## src/rtl/serial_bus_pkg.sv

```systemverilog
// Shared types and helpers for the slave->master serial return path.
package serial_bus_pkg;

   typedef enum logic [1:0] {
      IDLE    = 2'd0,
      BUSY    = 2'd1,
      RELEASE = 2'd2
   } arb_state_t;

   localparam logic IDLE_LINE = 1'b1;

   function automatic int clog2_min1(input int n);
      return (n <= 2) ? 1 : $clog2(n);
   endfunction

endpackage

```

## src/rtl/slave_tx_arbiter_rr_pick.sv

```systemverilog
// Rotating-priority encoder: first set request after ptr, wrapping mod N.
module rr_pick
   import serial_bus_pkg::*;
#(
   parameter int N = 4,
   parameter int W = clog2_min1(N)
) (
   input  logic [N-1:0] req_i,
   input  logic [W-1:0] ptr_i,
   output logic [W-1:0] gnt_idx_o,
   output logic         any_o
);

   int unsigned k;
   logic [W-1:0] idx;

   // Scan from farthest to nearest so the nearest request wins.
   always_comb begin
      gnt_idx_o = '0;
      any_o     = |req_i;
      k         = 0;
      idx       = '0;
      for (int i = N; i >= 1; i--) begin
         k   = (int'(ptr_i) + i) % N;
         idx = W'(k);
         if (req_i[idx]) gnt_idx_o = idx;
      end
   end

endmodule

```

## src/rtl/slave_tx_arbiter.sv

```systemverilog
// Round-robin owner of the shared serial return line, with a stall-aware
// watchdog that reclaims the bus from a slave that never signals done.
module slave_tx_arbiter
   import serial_bus_pkg::*;
#(
   parameter int N_SLAVES       = 4,
   parameter int TIMEOUT_CYCLES = 64,
   parameter int GW             = clog2_min1(N_SLAVES)
) (
   input  logic                clk,
   input  logic                rstn,
   input  logic                m_ready,
   input  logic [N_SLAVES-1:0] s_valid,
   input  logic [N_SLAVES-1:0] s_tx_done,
   input  logic [N_SLAVES-1:0] s_tx_data,
   output logic [N_SLAVES-1:0] s_m_ready,
   output logic                m_tx_data,
   output logic                bus_busy,
   output logic [GW-1:0]       grant_id,
   output logic                timeout_err
);

   localparam int WD_W = $clog2(TIMEOUT_CYCLES);
   localparam logic [WD_W-1:0] WD_LAST = WD_W'(TIMEOUT_CYCLES - 1);

   arb_state_t      state_q, state_d;
   logic [GW-1:0]   grant_q, grant_d;
   logic [GW-1:0]   rr_ptr_q, rr_ptr_d;
   logic [WD_W-1:0] wd_cnt_q, wd_cnt_d;
   logic            timeout_q, timeout_d;

   logic [GW-1:0]   pick_idx;
   logic            pick_any;
   logic            busy;

   rr_pick #(
      .N (N_SLAVES),
      .W (GW)
   ) u_pick (
      .req_i     (s_valid),
      .ptr_i     (rr_ptr_q),
      .gnt_idx_o (pick_idx),
      .any_o     (pick_any)
   );

   always_ff @(posedge clk or negedge rstn) begin
      if (!rstn) begin
         state_q   <= IDLE;
         grant_q   <= '0;
         rr_ptr_q  <= GW'(N_SLAVES - 1);
         wd_cnt_q  <= '0;
         timeout_q <= 1'b0;
      end else begin
         state_q   <= state_d;
         grant_q   <= grant_d;
         rr_ptr_q  <= rr_ptr_d;
         wd_cnt_q  <= wd_cnt_d;
         timeout_q <= timeout_d;
      end
   end

   always_comb begin
      state_d   = state_q;
      grant_d   = grant_q;
      rr_ptr_d  = rr_ptr_q;
      wd_cnt_d  = wd_cnt_q;
      timeout_d = 1'b0;
      unique case (state_q)
         IDLE: begin
            if (pick_any && m_ready) begin
               state_d  = BUSY;
               grant_d  = pick_idx;
               wd_cnt_d = '0;
            end
         end
         BUSY: begin
            // A real done outranks a coincident watchdog expiry.
            if (s_tx_done[grant_q]) begin
               state_d  = RELEASE;
               rr_ptr_d = grant_q;
            end else if (m_ready && (wd_cnt_q == WD_LAST)) begin
               state_d   = RELEASE;
               rr_ptr_d  = grant_q;
               timeout_d = 1'b1;
            end else if (m_ready) begin
               wd_cnt_d = wd_cnt_q + 1'b1;
            end
         end
         RELEASE: begin
            state_d = IDLE;
         end
         default: begin
            state_d = IDLE;
         end
      endcase
   end

   assign busy        = (state_q == BUSY);
   assign bus_busy    = busy;
   assign grant_id    = grant_q;
   assign timeout_err = timeout_q;
   assign m_tx_data   = busy ? s_tx_data[grant_q] : IDLE_LINE;

   always_comb begin
      s_m_ready = '0;
      for (int i = 0; i < N_SLAVES; i++) begin
         s_m_ready[i] = busy && m_ready && (grant_q == GW'(i));
      end
   end

endmodule

```

## config.mk

```make
export PLATFORM = sky130hd
export DESIGN_NAME = slave_tx_arbiter
export DESIGN_NICKNAME = d
export VERILOG_FILES = /design/src/rtl/serial_bus_pkg.sv /design/src/rtl/slave_tx_arbiter_rr_pick.sv /design/src/rtl/slave_tx_arbiter.sv
export SDC_FILE = /design/constraint.sdc
export NUM_CORES = 1
export LEC_CHECK = 0
export ABC_CLOCK_PERIOD_IN_PS = 3800
export BUFFER_PORTS_ARGS = -buffer_cell sky130_fd_sc_hd__buf_4
export CORE_AREA = 2 2 77 42
export CTS_BUF_LIST = sky130_fd_sc_hd__clkbuf_8
export DETAILED_ROUTE_END_ITERATION = 10
export DIE_AREA = 0 0 79 44
export PLACE_DENSITY = 0.61
export SYNTH_ARGS = -nofsm -noshare
export SYNTH_HDL_FRONTEND = slang
export SYNTH_HIERARCHICAL = 1
export SYNTH_SLANG_ARGS = --single-unit
```

## constraint.sdc

```tcl
create_clock -name clk -period 3.8 [get_ports clk]
set_clock_uncertainty 0.15 [all_clocks]
set_input_delay 0.57 -clock clk [delete_from_list [all_inputs] [get_ports clk]]
set_output_delay 0.57 -clock clk [all_outputs]
set_load 0.02 [all_outputs]
```

==> metrics <==
IR Drop Worst-Case VDD=334.5 uV; Ant. Diodes=0; largest family of logic cells by synthesized area=simple AND/OR/NAND/NOR gates; post-layout min period=2369 ps; CTS tree=done; number of vias per cell after detailed routing=5.021; largest net degree at the start of global routing=14; Reg clk slew, reported paths=60 ps; family with the most delay on the worst path=flip-flops; Gates resized, CTS repair=0; Final Power=701.5 uW; HPWL reported at the end of detailed placement=1669 um; Starting Density=28.44%; Gate Count Post-Synth=77; worst min-delay path category=input port to asynchronous set/reset pin; aggregate negative setup slack=0 ps; post-synthesis register bit count=13; Crit-path slowest cell=dfrtp_1; number of remaining DRC errors=0; ranking of synthesized cells by instance count=11 x dfrtp_1, 6 x nand2_1; final critical-path share of the clock period=between 60 and 70%; x dimension of the die=79 um; total die area=0.003476 mm^2; Largest stage delay, worst path=560 ps; quantity of hold-fixing buffers added after cts=0; number of failing hold endpoints at the final stage=0; part of the total power dissipated in the clock network=around 18%; Power Internal=~410 uW; share of cell area taken by muxes after synthesis=13.64%; nature of the critical path startpoint=register; cells along the critical path=mux4_2 > nand2b_1 > buf_4; I/O pins=24; area share of the largest cell type after synthesis=34.11%; netlist area before placement=807.0 um^2; ratio of total power to cell area=~670 mW/mm^2; number of buffers added on ports=23; post-detailed-route count of antenna-violating nets=0; setup violation total in the final timing report=0; proportion of layout cells with a drive suffix above 1=36.63%; mean routed wirelength per cell=15.06 um; library cell occupying the most area in the post-synthesis netlist=dfrtp_1; Slew HR=45.98%; DRC violation total after the first TritonRoute iteration=68; total wire length=2123 um; total nets after synthesis=93; cell leakage power=0.4562 nW; most used standard cell by instance count after synthesis=dfrtp_1; Synth Area per Inst=10.48 um^2; deepest clock path buffer count=2; Post-Synth Simple-Gate Area=21.71%; number of buffer and inverter instances along the worst setup path=1; portion of total power attributed to sequential cells=37.3%; Post-synth EDFFs=0; CTS root buffer=clkbuf_8; CTS H-tree lvls=1; Combinational Power Share=45.2%; aggregate global routing overflow=0; share of synthesized flip-flops with an asynchronous set or reset=between 90% and 100%; actual transition at the worst max-transition pin=799.5 ps; fraction of synthesized cell area in xor and xnor cells=0%; site row count=14; overall via count from detail_route=708; total instance count after detailed placement=~140; distinct cell type count after synthesis=30; floorplan die height=44 um; leading register cell type out of synthesis=dfrtp_1; type of the worst setup path=register to output pin; worst-path maximum fanout=9; element type at the critical path end=output pin; data arrival time of the worst path=1650 ps; result of the run=complete, no violations; core region area=0.002838 mm^2; switching part of the total power=40.86%; setup repair after global routing missed its margin=false; Max Clk Rate=0.4222 GHz; via count of the first global-routing pass=707; wire length of the first global-routing pass=approximately 3600 um; post-layout net count=118; count of non-filler cells in the finished layout=141; Area growth syn-to-layout=29.92%; clock latency at the later pin of the worst-skew pair=roughly 240 ps; count of max-cap constraint violations=0; net load switching power=286.6 uW; share of the synthesized area in compound gates (AO/OA/AOI/OAI)=17.83%; data required time of the worst path=3080 ps; detailed-routing iteration count for the pre-antenna-repair pass=4; clock sink count=13; number of warnings reported in the yosys synthesis log=6; sequential cell area fraction in the yosys report=40.62%; Synth Area in Adders=1.550%; clock buffers created by TritonCTS=3; all-layer global routing usage=13.98%; Final Slew Violations=0; buffers inserted during post-CTS setup optimization=0; final RePlAce weighted congestion=0.7447; leading cell types by total area after synthesis=dfrtp_1 34%, dfstp_2 6.5%, mux2_2 5.6%; number of antenna violations at the first check in global routing=0
-- final cells by class --
| type | instances | area [um^2] |
|---|---|---|
| Tap cell | 40 | 50.05 |
| Sequential cell | 13 | 327.8 |
| Inverter | 3 | 11.26 |
| Clock buffer | 3 | 41.29 |
| Clock inverter | 1 | 3.754 |
| Multi-Input combinational cell | 58 | 441.7 |
| Fill cell | 292 | 1789 |
| Timing Repair Buffer | 23 | 172.7 |
-- metal layers --
layer  track usage, %  wire [um]  up-vias
met5                0          0        -
met4            4.138         19        0
met3            3.750        128        2
met2            22.71        929       25
met1            18.57       1046      342
li1                 -          -      339
-- worst paths after layout --
| check | startpoint | endpoint | slack (ps) | cells past startpoint |
|---|---|---|---|---|
| max | grant_id[0]$_DFFE_PN0P_ | m_tx_data | 1430 | 3 |
| max reg2reg | grant_id[0]$_DFFE_PN0P_ | wd_cnt_q[1]$_DFFE_PN0P_ | 1470 | 4 |
| min in group clk | state_q[1]$_DFFE_PN0P_ | state_q[0]$_DFFE_PN0P_ | 310 | 1 |
| min reg2reg | state_q[1]$_DFFE_PN0P_ | state_q[0]$_DFFE_PN0P_ | 310 | 1 |
| max in group asynchronous | rstn | rr_ptr_q[0]$_DFFE_PN1P_ | 3240 | 1 |
| min | rstn | timeout_err$_DFF_PN0_ | 10 | 1 |
-- metrics by stage --
stage | worst slack, ps | cell area, um^2 | utilization, % | hold WS (ps)
2_1_floorplan | 1642 | 807.0 | - | 124.4
3_3_place_gp | 1533 | 1003 | 35.36 | 272.1
3_5_place_dp | 1473 | 1003 | 35.36 | 276.3
4_1_cts | 1417 | 1049 | 36.95 | 13.05
5_1_grt | 1349 | 1049 | 36.95 | 11.74
6_report | 1431 | 1049 | 36.95 | 11.43
-- placed cells by master, fill, tap and decap left out --
cell / netlist / final
a21oi_1: 5 / 5
nand2b_1: 5 / 5
mux2_2: 4 / 4
nand3_1: 3 / 3
a41oi_1: 2 / 2
o221ai_2: 1 / 1
nand2_1: 6 / 6
a22o_1: 1 / 1
a31oi_1: 5 / 5
nor4bb_1: 1 / 1
mux4_2: 2 / 2
nor2b_1: 1 / 1
nor3b_1: 2 / 2
buf_4: 0 / 23
nor2_1: 5 / 5
or2_1: 1 / 1
o22ai_1: 1 / 1
o21ai_0: 1 / 1
dfstp_2: 2 / 2
nor3_1: 2 / 2
mux2i_1: 2 / 2
nand3b_1: 2 / 2
a21oi_2: 1 / 1
ha_1: 1 / 1
and2b_1: 1 / 1
clkbuf_8: 0 / 3
a311oi_4: 1 / 1
and4_1: 2 / 2
dfrtp_1: 11 / 11
inv_1: 3 / 4
-- state kept, by name (all words and copies together) (netlist names) --
| name | flops |
|---|---|
| wd_cnt_q | 6 |
| grant_id | 2 |
| rr_ptr_q | 2 |
| state_q | 2 |
| timeout_err | 1 |
-- power by group through the flow --
stage                     clock, mW  sequential, mW  combinational (mW)
after global routing          0.136           0.274               0.347
after global placement            0           0.258               0.306
final                         0.123           0.262               0.317
after detailed placement          0           0.264               0.317
after floorplan                   0           0.244               0.242
after CTS                     0.126           0.261               0.318
-- cells by family after synthesis --
logic type	Yosys count
simple gates	31
mux	8
buf+inv	6
compound gates	18
flops	13
fa+ha+maj	1
No activity file was read; power rests on OpenSTA's default activity.
